==> config.mk <==
export PLATFORM = sky130hd
export DESIGN_NAME = addertree_final_cpa
export DESIGN_NICKNAME = d
export VERILOG_FILES = /design/src/rtl/addertree_final_cpa_pkg.sv /design/src/rtl/addertree_requant.sv /design/src/rtl/addertree_final_cpa.sv
export SDC_FILE = /design/constraint.sdc
export NUM_CORES = 1
export LEC_CHECK = 0
export ABC_AREA = 0
export CORE_MARGIN = 2
export CORE_UTILIZATION = 40
export CTS_CLUSTER_DIAMETER = 30
export DETAILED_ROUTE_END_ITERATION = 12
export PLACE_DENSITY = 0.7
export SYNTH_ARGS = -nofsm -noshare
export SYNTH_HDL_FRONTEND = slang
export SYNTH_SLANG_ARGS = --single-unit
==> constraint.sdc <==
create_clock -name clk -period 6.17 [get_ports clk]
set_input_delay 1.234 -clock clk [delete_from_list [all_inputs] [get_ports clk]]
set_output_delay 1.234 -clock clk [all_outputs]
set_load 0.01 [all_outputs]
==> src/rtl/addertree_final_cpa_pkg.sv <==
// Shared definitions for the final carry-propagate / accumulate / requantize stage.
// Holds the default widths and the signed-saturate and requantize functions.
// The functions work in a wide signed type so one definition serves every parameterisation.
package addertree_final_cpa_pkg;

    localparam int DEF_IN_W  = 19;  // redundant row width
    localparam int DEF_SPLIT = 10;  // low/high split of the carry-propagate adder
    localparam int DEF_ACC_W = 24;  // signed accumulator width
    localparam int DEF_OUT_W = 8;   // unsigned activation width
    localparam int SHIFT_W   = 5;   // requantization shift field width
    localparam int CALC_W    = 64;  // working width, wide enough that nothing here overflows

    typedef logic signed [CALC_W-1:0] calc_t;

    // Largest value representable in a w-bit two's complement number.
    function automatic calc_t smax(input int w);
        return (calc_t'(1) <<< (w - 1)) - calc_t'(1);
    endfunction

    // Clamp x into the signed w-bit range.
    function automatic calc_t sat_val(input calc_t x, input int w);
        calc_t hi;
        calc_t lo;
        calc_t r;
        hi = smax(w);
        lo = -hi - calc_t'(1);
        r  = x;
        if (x > hi) begin
            r = hi;
        end else if (x < lo) begin
            r = lo;
        end
        return r;
    endfunction

    // 1 when x lies outside the signed w-bit range and sat_val had to clamp it.
    function automatic logic sat_hit(input calc_t x, input int w);
        calc_t hi;
        calc_t lo;
        hi = smax(w);
        lo = -hi - calc_t'(1);
        return (x > hi) || (x < lo);
    endfunction

    // Round-half-up arithmetic right shift, then ReLU and clamp to an out_w-bit
    // unsigned range. The rounding constant is added before shifting, in a type
    // wide enough that the add cannot wrap.
    function automatic calc_t requant(input calc_t acc, input logic [SHIFT_W-1:0] shift,
                                      input int out_w);
        calc_t rnd;
        calc_t r;
        calc_t top;
        rnd = '0;
        if (shift != '0) begin
            rnd = calc_t'(1) <<< (shift - 1'b1);
        end
        r   = (acc + rnd) >>> shift;
        top = (calc_t'(1) <<< out_w) - calc_t'(1);
        if (r < calc_t'(0)) begin
            r = '0;
        end else if (r > top) begin
            r = top;
        end
        return r;
    endfunction

endpackage

==> src/rtl/addertree_requant.sv <==
// Combinational requantizer: round-half-up shift, ReLU, clamp to OUT_W unsigned.
// Latency: 0 cycles (pure combinational, registered by the parent).
// Backpressure: none; the parent holds i_acc/i_shift stable while stalled.
// Ports: i_acc (signed accumulator), i_shift (right shift), o_data (activation).
module addertree_requant
    import addertree_final_cpa_pkg::*;
#(
    parameter int ACC_W = DEF_ACC_W,
    parameter int OUT_W = DEF_OUT_W
) (
    input  logic signed [ACC_W-1:0]   i_acc,
    input  logic        [SHIFT_W-1:0] i_shift,
    output logic        [OUT_W-1:0]   o_data
);

    // requant() already guarantees the result fits in OUT_W unsigned bits,
    // so the truncating cast drops only zero bits.
    always_comb begin
        o_data = OUT_W'(requant(calc_t'(i_acc), i_shift, OUT_W));
    end

endmodule

==> src/rtl/addertree_final_cpa.sv <==
// Final stage of the adder tree: split CPA over two cycles, multi-pass accumulate, requantize.
// Latency: last beat accepted in cycle N -> out_valid in cycle N+3; one beat per cycle throughput.
// Backpressure: stall = out_valid & ~out_ready freezes every stage and drops in_ready.
// Ports: row_a/row_b redundant rows with in_valid/in_last/in_ready; cfg_shift requant shift;
//        out_data/out_ovf with out_valid/out_ready; busy while anything is in flight or a group is open.
module addertree_final_cpa
    import addertree_final_cpa_pkg::*;
#(
    parameter int IN_W  = DEF_IN_W,
    parameter int SPLIT = DEF_SPLIT,
    parameter int ACC_W = DEF_ACC_W,
    parameter int OUT_W = DEF_OUT_W
) (
    input  logic               clk,
    input  logic               reset_n,
    input  logic [IN_W-1:0]    row_a,
    input  logic [IN_W-1:0]    row_b,
    input  logic               in_valid,
    input  logic               in_last,
    output logic               in_ready,
    input  logic [SHIFT_W-1:0] cfg_shift,
    output logic [OUT_W-1:0]   out_data,
    output logic               out_ovf,
    output logic               out_valid,
    input  logic               out_ready,
    output logic               busy
);

    localparam int HI_W = IN_W - SPLIT;

    // ---------------------------------------------------------------
    // Flow control: the whole pipeline moves together or not at all.
    // ---------------------------------------------------------------
    logic w_stall;
    logic w_accept;

    // ---------------------------------------------------------------
    // S1: low half of the CPA plus carry, high slices passed through.
    // ---------------------------------------------------------------
    logic             r_s1_vld;
    logic             r_s1_last;
    logic [SPLIT-1:0] r_s1_lo;
    logic             r_s1_c;
    logic [HI_W-1:0]  r_s1_a_hi;
    logic [HI_W-1:0]  r_s1_b_hi;
    logic [SPLIT:0]   w_lo_full;

    // ---------------------------------------------------------------
    // S2: high half of the CPA, accumulate with saturation.
    // ---------------------------------------------------------------
    logic [HI_W-1:0]         w_hi;
    logic signed [IN_W-1:0]  w_sum;
    logic signed [ACC_W-1:0] w_sum_ext;
    calc_t                   w_acc_add;
    logic signed [ACC_W-1:0] w_acc_sat;
    logic                    w_sat_hit;

    logic                    r_s2_vld;     // a closed group's result sits in r_acc/r_ovf
    logic                    r_grp_open;   // a group has started and not yet seen its last beat
    logic signed [ACC_W-1:0] r_acc;
    logic                    r_ovf;

    // ---------------------------------------------------------------
    // S3: requantize and present to the output buffer.
    // ---------------------------------------------------------------
    logic [OUT_W-1:0] w_q;
    logic             r_out_vld;
    logic [OUT_W-1:0] r_out_data;
    logic             r_out_ovf;

    assign w_stall  = r_out_vld & ~out_ready;
    assign w_accept = in_valid & ~w_stall;
    assign in_ready = ~w_stall;

    // The extra MSB of w_lo_full is the carry into the high half.
    assign w_lo_full = {1'b0, row_a[SPLIT-1:0]} + {1'b0, row_b[SPLIT-1:0]};

    always_ff @(posedge clk or negedge reset_n) begin
        if (!reset_n) begin
            r_s1_vld  <= 1'b0;
            r_s1_last <= 1'b0;
            r_s1_lo   <= '0;
            r_s1_c    <= 1'b0;
            r_s1_a_hi <= '0;
            r_s1_b_hi <= '0;
        end else if (!w_stall) begin
            r_s1_vld <= w_accept;
            if (w_accept) begin
                r_s1_last <= in_last;
                r_s1_lo   <= w_lo_full[SPLIT-1:0];
                r_s1_c    <= w_lo_full[SPLIT];
                r_s1_a_hi <= row_a[IN_W-1:SPLIT];
                r_s1_b_hi <= row_b[IN_W-1:SPLIT];
            end
        end
    end

    // High half wraps at HI_W bits; together with the low half this is the
    // IN_W-bit two's complement sum of the two rows.
    assign w_hi      = r_s1_a_hi + r_s1_b_hi + {{(HI_W-1){1'b0}}, r_s1_c};
    assign w_sum     = {w_hi, r_s1_lo};
    assign w_sum_ext = {{(ACC_W-IN_W){w_sum[IN_W-1]}}, w_sum};

    // Add in the wide type so the true sum is visible before clamping.
    assign w_acc_add = calc_t'(r_acc) + calc_t'(w_sum_ext);
    assign w_acc_sat = ACC_W'(sat_val(w_acc_add, ACC_W));
    assign w_sat_hit = sat_hit(w_acc_add, ACC_W);

    always_ff @(posedge clk or negedge reset_n) begin
        if (!reset_n) begin
            r_s2_vld   <= 1'b0;
            r_grp_open <= 1'b0;
            r_acc      <= '0;
            r_ovf      <= 1'b0;
        end else if (!w_stall) begin
            r_s2_vld <= r_s1_vld & r_s1_last;
            if (r_s1_vld) begin
                if (!r_grp_open) begin
                    // First beat of a group replaces whatever the previous group left.
                    r_acc <= w_sum_ext;
                    r_ovf <= 1'b0;
                end else begin
                    r_acc <= w_acc_sat;
                    r_ovf <= r_ovf | w_sat_hit;
                end
                r_grp_open <= ~r_s1_last;
            end
        end
    end

    // S3 reads r_acc in the cycle after the last beat; if the next group's
    // first beat lands in S2 on that same edge, the non-blocking update means
    // requant still sees the finished value.
    addertree_requant #(
        .ACC_W (ACC_W),
        .OUT_W (OUT_W)
    ) u_requant (
        .i_acc   (r_acc),
        .i_shift (cfg_shift),
        .o_data  (w_q)
    );

    always_ff @(posedge clk or negedge reset_n) begin
        if (!reset_n) begin
            r_out_vld  <= 1'b0;
            r_out_data <= '0;
            r_out_ovf  <= 1'b0;
        end else if (!w_stall) begin
            // Not stalled means either nothing is shown or it is being taken
            // this cycle, so the register is free to take the next result.
            r_out_vld <= r_s2_vld;
            if (r_s2_vld) begin
                r_out_data <= w_q;
                r_out_ovf  <= r_ovf;
            end
        end
    end

    assign out_valid = r_out_vld;
    assign out_data  = r_out_data;
    assign out_ovf   = r_out_ovf;
    assign busy      = r_s1_vld | r_s2_vld | r_grp_open | r_out_vld;

endmodule
# Word-level counts from Yosys, hierarchy flattened
# Index checks and enable logic that the tools add are counted.
dict set report classes {
  addsub 6
  n_lt_le_gt_ge 4
  shift 2
  muxes 7
  bitwise 10
  reduce_logical 5
}
# cell count
set ops {}
lappend ops {{2-to-1 mux 24 bit} 3}
lappend ops {{adder 24 x 64 -> 64 bit} 1}
lappend ops {{greater-than comparator 64 x 9 -> 1 bit (second input constant)} 1}
lappend ops {{< comparator 64 x 1 -> 1 bit (second input constant)} 1}
lappend ops {{2-to-1 mux 64 bit} 1}
lappend ops {{<<< shifter 2 x 5 -> 64 bit (first input constant)} 1}
lappend ops {{>>> shifter 64 x 5 -> 64 bit} 1}
lappend ops {{adder 24 x 19 -> 25 bit} 1}
lappend ops {{greater-than comparator 25 x 24 -> 1 bit (second input constant)} 1}
lappend ops {{< comparator 25 x 24 -> 1 bit (second input constant)} 1}
lappend ops {{2-to-1 mux 8 bit} 2}
lappend ops {{adder 10 x 10 -> 11 bit} 1}
lappend ops {{adder 9 x 1 -> 9 bit} 1}
lappend ops {{adder 9 bit} 1}
lappend ops {{AND reduction 2 bit} 3}
lappend ops {{nonzero test 5 bit} 1}
lappend ops {{subtractor 5 x 1 -> 5 bit (second input constant)} 1}
lappend ops {{OR 1 bit} 4}
lappend ops {{AND 1 bit} 3}
lappend ops {{inverter 1 bit} 3}
lappend ops {{logical OR 1 bit} 1}
lappend ops {{2-to-1 mux 1 bit} 1}
dict set report word_totals {
  register_bits 68
  output_inout_bits 12
}

# Longest topological paths before layout
# Gate-level depths: netlist of run 1.
dict set report logic_depth {
  word_depth 8
  mapped_depth 24
  depth_no_buf 22
}

# Cells and area by module
# A second synthesis of run 1 with hierarchy kept.
dict set report unflattened {
  cells_unflattened 1267
  hier_area_um2 9855.7
}
# mod instances cells_each area_per_inst_um2 seq_area_each_um2
set modules_own_cells {}
lappend modules_own_cells {addertree_requant 1 757 4954.8 0.0}
lappend modules_own_cells {addertree_final_cpa 1 510 4901.0 1701.6}

# Worst setup path after synthesis of run 1
# No wires, ideal clock.
dict set report synth_path {
  path_type {input port to flip-flop}
  from {input port cfg_shift[2]}
  to {register r_out_data[4] (netlist: out_data[4])}
  setup_time_ns 0.139
  arrival_time_ns 6.094
  t_required_ns 6.031
  setup_slack_ns -0.063
  cell_stages 19
  n_path_buf 4
  path_cell_list {clkbuf_1 > clkbuf_1 > buf_1 > clkbuf_1 > nor4_1 > ha_1 > fa_1 > a21o_1 > a221o_1 > o211ai_4 > o21ai_2 > a2111oi_4 > nor2_2 > o32a_1 > o41ai_1 > nand4b_1 > a221o_1 > a2111oi_4 > a21oi_1}
}
dict set report synth_via {
  elab_chain_len 8
  word_cells_on_any_way 10
  cone_classes {2 x add/sub; 2 x order compare; 2 x shift; 3 x mux; 1 x reduce/logical}
}
# item line
set synth_lines {}
lappend synth_lines {{from (decl)} addertree_final_cpa.sv:21} ;# input logic [SHIFT_W-1:0] cfg_shift,
lappend synth_lines {{subtractor 5 x 1 -> 5 bit} addertree_final_cpa_pkg.sv:55} ;# rnd = calc_t'(1) <<< (shift - 1'b1);
lappend synth_lines {{<<< shifter 2 x 5 -> 64 bit} addertree_final_cpa_pkg.sv:55}
lappend synth_lines {{2-to-1 mux 64 bit} addertree_final_cpa_pkg.sv:54} ;# if (shift != '0) begin
lappend synth_lines {{adder 24 x 64 -> 64 bit} addertree_final_cpa_pkg.sv:57} ;# r = (acc + rnd) >>> shift;
lappend synth_lines {{>>> shifter 64 x 5 -> 64 bit (*)} addertree_final_cpa_pkg.sv:57}
lappend synth_lines {{greater-than comparator 64 x 9 -> 1 bit} addertree_final_cpa_pkg.sv:61} ;# end else if (r > top) begin
lappend synth_lines {{2-to-1 mux 8 bit} addertree_final_cpa_pkg.sv:61}
lappend synth_lines {{2-to-1 mux 8 bit (*)} addertree_final_cpa_pkg.sv:59} ;# if (r < calc_t'(0)) begin
lappend synth_lines {{to (signal assigned)} addertree_final_cpa.sv:153} ;# r_out_data <= w_q;
lappend synth_lines {{to (decl)} addertree_final_cpa.sv:68} ;# logic [OUT_W-1:0] r_out_data;
# Every way passes the cells marked *; elsewhere a longest branch is shown, timed or not.
# A chain may end at the register's enable or synchronous reset.

# Worst setup path in the final report of run 1
dict set report layout_path {
  from {input port cfg_shift[1]}
  to {register r_out_data[6] (netlist: out_data[6])}
}
# The elaborated chain is that of the path after synthesis.

==> flow_metrics.env, run 1 <==
export IMPL_period_minus_slack_ps=5930
export IMPL_p_leak_nw=5.24
export IMPL_yosys_register_bits=68
export IMPL_n_fill_cell=2184
export IMPL_drv_cap=0
export IMPL_first_iter_violations=883
export IMPL_worst_r2r_path_depth=20
export IMPL_period_share_pct=96.0
export IMPL_antenna_found_initial=0
export IMPL_rsz0062_at_grt="false"
export IMPL_drive_gt1_share_pct=19.7
export IMPL_final_core_util_pct=51.8
export IMPL_ys_warn_count=0
export IMPL_path_cells="clkdlybuf4s50_1, buf_4, inv_2, nor2_1, nand2_1, buf_4, nor2_1, ha_1, a21o_1, a221o_1, o211ai_4, o21ai_2, a2111oi_4, nor2_2, o32a_1, o41ai_2, nand4b_1, a221o_1, a2111oi_4, buf_6, a21oi_1"
export IMPL_diodes=0
export IMPL_synth_nets=1339
export IMPL_async_reset_ff_share_pct=100
export IMPL_wl_per_cell_um=18.1
export IMPL_syn_inst=1212
export IMPL_worst_slew_pin_slew_ps=989
export IMPL_cp_num_cells=21
export IMPL_critical_path_class="input port to register"
export IMPL_dieHeight_um=156
export IMPL_cts_tree="built"
export IMPL_grt_max_degree=69
export IMPL_wl_um=30700
export IMPL_cts_max_path_buffers=2
export IMPL_grtUsageMet2_pct=43.2
export IMPL_grtUsageMet1_pct=31.8
export IMPL_setup_viol=0
export IMPL_layout_nets=1531
export IMPL_fp_row_count=55
export IMPL_synth_seq_area_share_pct=18.5
export IMPL_max_freq_mhz=169
export IMPL_initial_core_util_pct=40.7
export IMPL_drt_pass1_iterations=5
export IMPL_critPathMaxStageDelay_ps=460
export IMPL_h_tree_depth=3
export IMPL_dpl_hpwl_um=24800
export IMPL_status="completed"
export IMPL_hold_violations=0
export IMPL_fin_worst_skew_ps=9.65
export IMPL_hold_depth=2
export IMPL_post_route_drc_count=0
export IMPL_overflow=0
export IMPL_maxSlewViolCount=0
export IMPL_cp_required_ps=6380
export IMPL_timing_hold_ws_ps=481
export IMPL_grtUsageTotal_pct=25.3
export IMPL_placeableCoreArea_um2=22600
export IMPL_cts_root_buf="clkbuf_16"
export IMPL_slowest_stage="clkdlybuf4s50_1"
export IMPL_cts_sinks=68
export IMPL_synth_edf_count=0
export IMPL_endpoint_kind="register"
export IMPL_synth_cell_types=84
export IMPL_cts_buffers_inserted=9
export IMPL_vias_per_cell=6.03
export IMPL_irDropWorstVdd_mv=0.326
export IMPL_syn_area_um2=9190
export IMPL_yosysTopAreaCellShare_pct=18.5
export IMPL_worstSetupStartpointType="input port"
export IMPL_pin_count=60
export IMPL_worstPathMaxFanout=8
export IMPL_syn2layout_area_growth_pct=27.2
export IMPL_clk_insertion_delay_late_ps=330
export IMPL_yosys_most_used_dff="dfrtp_1"
export IMPL_postRouteAntennaNets=0
export IMPL_die_area_um2=24200
export IMPL_grt_busiest_layer="met2"
export IMPL_powerDensity_nw_per_um2=488
export IMPL_place_area_um2=11300
export IMPL_crit_buf_inv=5
export IMPL_port_buffers=59
export IMPL_cp_arrival_ps=6140
export IMPL_routabilityCongestion=1.02
export IMPL_hold_class="register to register"
export IMPL_finalInstanceArea_um2=11700
export IMPL_path_clk_slew_ps=60
export IMPL_fin_total_pwr_mw=5.71
export IMPL_avgSynthCellArea_um2=7.59
export IMPL_synth_area_top_cells="dfrtp_1 19%, ha_1 10%, a21oi_1 6.5%"
export IMPL_timing_slew_headroom_pct=33.9
export IMPL_dieWidth_um=156
export IMPL_grtUsageMet3_pct=3.89
export IMPL_grt_pass1_wl_um=49700
export IMPL_synth_top_area_cell="dfrtp_1"
export IMPL_vias=10211
export IMPL_grt_pass1_vias=10015
export IMPL_critical_path_top_delay_family="compound AO/OA/AOI/OAI gates"
cells by family after synthesis:
| family | synth area share [%] |
|---|---|
| XOR/XNOR | 5.62 |
| flip-flops | 18.5 |
| AO/OA/AOI/OAI | 33.6 |
| other | 0.0817 |
| buffers and inverters | 4.61 |
| multiplexers | 6.85 |
| AND/OR/NAND/NOR | 19.5 |
| adder cells (fa/ha/maj) | 11.2 |
path summary, 6_finish.rpt:
kind	from	end	slack [ps]
max	cfg_shift[1]	out_data[6]	240
min	r_s2_vld	out_valid	480
max reg2reg	r_s1_c	r_acc[21]	830
min reg2reg	r_s2_vld	out_valid	480
max in group asynchronous	reset_n	r_acc[3]	4530
min in group asynchronous	reset_n	r_s1_last	1090
power by group:
group / internal [mW] / switching, mW / leakage [nW]
clock network: 0.336 / 0.185 / 0.144
logic: 1.96 / 2.37 / 4.29
registers: 0.629 / 0.228 / 0.803
total: 2.93 / 2.78 / 5.24
sequential cells by signal, summed over array words and instances, names as in the netlist:
register    flops
r_s2_vld        1
r_acc          24
r_s1_lo        10
r_grp_open      1
r_s1_c          1
r_s1_a_hi       9
out_data        8
r_ovf           1
out_ovf         1
r_s1_vld        1
r_s1_last       1
r_s1_b_hi       9
out_valid       1
through the flow:
step | TNS (ps) | worst slack (ps) | instances
after floorplan | 0 | 24.4 | 1212
after CTS | 0 | 47.1 | 1691
after detailed placement | -2080 | -273 | 1675
after global placement | -1830 | -235 | 1675
final | 0 | 245 | 1694
after global routing | 0 | 2.36 | 1694
cells in the mapped netlist, types with 9 or more instances:
| cell type | n |
|---|---|
| nor2_1 | 107 |
| xor2_1 | 19 |
| inv_1 | 30 |
| a31oi_1 | 10 |
| dfrtp_1 | 68 |
| o21bai_1 | 14 |
| o21a_1 | 9 |
| a211o_1 | 9 |
| a21oi_1 | 120 |
| nand4_1 | 15 |
| nand3_1 | 26 |
| xnor2_1 | 40 |
| nor3_1 | 38 |
| mux2_2 | 29 |
| mux2i_1 | 19 |
| a211oi_1 | 32 |
| a21o_1 | 45 |
| buf_2 | 17 |
| clkbuf_1 | 45 |
| o211ai_1 | 23 |
| nand2b_1 | 12 |
| a22oi_1 | 10 |
| o21ai_0 | 87 |
| buf_1 | 11 |
| ha_1 | 74 |
| nand2_1 | 129 |
| o31ai_1 | 13 |
cell usage in the layout (no fill, tap or decap), types with 29 or more instances in the layout:
cell,count
buf_4,194
nand2_1,129
a21oi_1,119
nor2_1,107
o21ai_0,85
ha_1,74
dfrtp_1,68
clkdlybuf4s50_1,57
a21o_1,45
xnor2_1,40
nor3_1,35
inv_1,30
a211oi_1,30
mux2_2,29
tightest hold or removal path: stages, from the launching register on:
cell and delay (ps):
dfrtp_1 350, inv_1 50, nand2_1 50
cell type report:
type                       instances  area [um2]  share of cell area [%]
tap                              285         357                    3.05
timing repair buffer             256        2100                    17.9
sequential                        68        1700                    14.5
inverter                          31         116                   0.995
multi-input combinational       1038        7130                    60.9
clock inverter                     1        30.0                   0.257
clock buffer                      15         268                    2.29
layer usage:
layer  part of all wire, %  vias to the layer above
met1                    42                     4743
met5                     0                        -
li1                      -                     4960
met3                   6.7                       93
met2                    47                      415
met4                   4.2                        0
what timing repair did:
action                     in CTS  in global routing
setup endpoints to repair       0                  8
setup buffers                   0                  3
resized for setup               0                 16
hold buffers                    0                  0
Note: power is estimated with default switching activity, not from simulation.
==> run 2, diff against run 1 <==
--- a/config.mk
+++ b/config.mk
@@ -10,7 +10,7 @@
 export CORE_UTILIZATION = 40
 export CTS_CLUSTER_DIAMETER = 30
 export DETAILED_ROUTE_END_ITERATION = 12
-export PLACE_DENSITY = 0.7
+export PLACE_DENSITY = 0.72
 export SYNTH_ARGS = -nofsm -noshare
 export SYNTH_HDL_FRONTEND = slang
 export SYNTH_SLANG_ARGS = --single-unit
==> constraint.sdc (replaced) <==
create_clock -name clk -period 4.8 [get_ports clk]
set_input_delay 0.96 -clock clk [delete_from_list [all_inputs] [get_ports clk]]
set_output_delay 0.96 -clock clk [all_outputs]
set_load 0.005 [all_outputs]
==> flow_metrics.env, run 2 (synthesis results as in run 1) <==
export IMPL_path_cells="buf_6, buf_8, buf_6, nand2_4, nor3_4, ha_4, buf_4, and3_1, a221o_1, o211ai_4, buf_4, buf_4, nor3_1, a211oi_1, o21ai_1, a2111oi_1, buf_4, nand4_1, o211ai_1, a41oi_1, a2111oi_4, buf_6, a21oi_2"
export IMPL_top_regs="r_acc: 24 flops, r_s1_lo: 10 flops"
export IMPL_drv_cap=0
export IMPL_routabilityCongestion=1.01
export IMPL_crit_buf_inv=8
export IMPL_p_leak_nw=6.03
export IMPL_finalSetupTns_ps=-2020
export IMPL_h_tree_depth=3
export IMPL_cts_root_buf="clkbuf_16"
export IMPL_status="complete, but fails checks"
export IMPL_mostFrequentLayoutCells="293 x buf_4, 119 x nand2_1, 94 x a21oi_1"
export IMPL_setup_viol=8
export IMPL_clk_insertion_delay_late_ps=340
export IMPL_vias=11139
export IMPL_wl_um=35000
export IMPL_die_area_um2=24200
export IMPL_vias_per_cell=6.15
export IMPL_period_share_pct=105
export IMPL_hold_class="register to register"
export IMPL_violations="setup timing"
export IMPL_hold_violations=0
export IMPL_top_layer_used="met4"
export IMPL_placeableCoreArea_um2=22600
export IMPL_path_clk_slew_ps=60
export IMPL_dpl_hpwl_um=26200
export IMPL_grtUsageTotal_pct=28.1
export IMPL_critical_path_top_delay_family="compound AO/OA/AOI/OAI gates"
export IMPL_cpMostUsedCell="buf_4"
export IMPL_timing_slew_headroom_pct=32.3
export IMPL_antenna_found_initial=0
export IMPL_critPathMaxStageDelay_ps=400
export IMPL_wl_per_cell_um=19.3
export IMPL_cts_sinks=68
export IMPL_dieWidth_um=156
export IMPL_grt_max_degree=47
export IMPL_post_route_drc_count=0
export IMPL_regMostFlops="r_acc"
export IMPL_irDropWorstVdd_mv=0.480
export IMPL_cts_hold_buffers=0
export IMPL_fin_ws_ps=-262
export IMPL_period_minus_slack_ps=5060
export IMPL_hold_end="out_valid"
export IMPL_preCtsSetupSlack_ps=-1190
export IMPL_hold_depth=2
export IMPL_pin_count=60
export IMPL_initial_core_util_pct=40.7
export IMPL_place_area_um2=12000
export IMPL_drt_pass1_iterations=8
export IMPL_n_fill_cell=1946
export IMPL_dieHeight_um=156
export IMPL_powerDensity_nw_per_um2=605
export IMPL_postRouteAntennaNets=0
export IMPL_largest_reg_flops=24
export IMPL_rsz0062_at_grt="true"
export IMPL_endpoint_kind="register"
export IMPL_grt_pass1_vias=10844
export IMPL_worst_r2r_path_depth=21
export IMPL_worstSetupStartpointType="input port"
export IMPL_overflow=0
export IMPL_worstPathMaxFanout=8
export IMPL_slowest_stage="a2111oi_1"
export IMPL_fin_worst_skew_ps=7.56
export IMPL_cts_tree="built"
export IMPL_maxSlewViolCount=0
export IMPL_wl_met1_um=13900
export IMPL_wl_met2_um=16600
export IMPL_hp_start="r_s2_vld"
export IMPL_rr_endpoint="r_acc[12]"
export IMPL_worst_slew_pin_slew_ps=1020
export IMPL_max_freq_mhz=198
export IMPL_cts_buffers_inserted=9
export IMPL_drive_gt1_share_pct=34.6
export IMPL_critical_path_class="input port to register"
export IMPL_first_iter_violations=958
export IMPL_cp_arrival_ps=5280
export IMPL_r2r_start="r_s1_c"
export IMPL_diodes=0
export IMPL_syn2layout_area_growth_pct=47.4
export IMPL_port_buffers=59
export IMPL_mostFrequentLayoutCell="buf_4"
export IMPL_grt_pass1_wl_um=55200
export IMPL_fp_row_count=55
export IMPL_layout_nets=1649
export IMPL_cp_required_ps=5020
export IMPL_reg2reg_setup_slack_ps=190
export IMPL_met3_length_um=2340
export IMPL_cts_max_path_buffers=2
export IMPL_finalInstanceArea_um2=13600
==> run 2: cell count changes in the layout (fill, tap and decap cells not counted), moves of 17 or more <==
cell / delta
ha_1: -17
buf_4: +99
a21oi_2: +21
a21oi_1: -25
buf_6: +17
nor2_1: -18
==> run 2: worst max-delay path by stage <==
stage,start,endpoint,slack (ps),cells after the start
2_1_floorplan,cfg_shift[0],out_data[0],-410,20
3_3_place_gp,cfg_shift[1],out_data[2],-1180,21
3_5_place_dp,cfg_shift[1],out_data[0],-1190,22
4_1_cts,cfg_shift[3],out_data[6],-180,20
5_1_grt,cfg_shift[2],out_data[7],-420,23
6_report,cfg_shift[2],out_data[7],-260,23
==> run 2: final cells by class <==
cell class / instances / area, um2 / share of cell area, %
sequential: 68 / 1700 / 12.6
timing repair buffer: 374 / 3100 / 22.9
tap: 285 / 357 / 2.63
multi-input combinational: 1038 / 7960 / 58.8
clock inverter: 4 / 48.8 / 0.360
inverter: 31 / 129 / 0.951
clock buffer: 11 / 253 / 1.86
==> run 2: tightest hold or removal path, delay by kind of cell, from the launching register on <==
kind / cells / cell delay, ps
buf+inv: 1 / 50
flops: 1 / 350
simple gates: 1 / 50
==> run 2: report_power, final <==
| group | total (mW) | leakage, nW | internal, mW | switching (mW) |
|---|---|---|---|---|
| combinational | 6.37 | 5.08 | 3.03 | 3.34 |
| clock | 0.673 | 0.151 | 0.426 | 0.247 |
| sequential | 1.16 | 0.803 | 0.808 | 0.347 |
| total | 8.20 | 6.03 | 4.27 | 3.93 |
==> run 2: routing by layer <==
metal,up-vias,global-route usage [%]
met5,-,0
met4,0,14.8
met3,154,3.19
met2,524,48.0
met1,5270,34.9
li1,5191,-
==> run 2: through the flow <==
stage / hold WS [ps] / total power, mW / instances / utilization, %
floorplan: 442 / 4.76 / 1212 / -
global placement: 461 / 6.78 / 1754 / 53.0
detailed placement: 467 / 6.87 / 1754 / 53.0
CTS: 483 / 7.79 / 1800 / 57.4
global route: 526 / 8.84 / 1811 / 60.1
finish: 482 / 8.20 / 1811 / 60.1
==> run 2: timing repair <==
action / in CTS / in global routing
pin swaps: 50 / 69
gates resized for setup: 124 / 112
buffers inserted: 31 / 14
setup endpoints to repair: 10 / 31
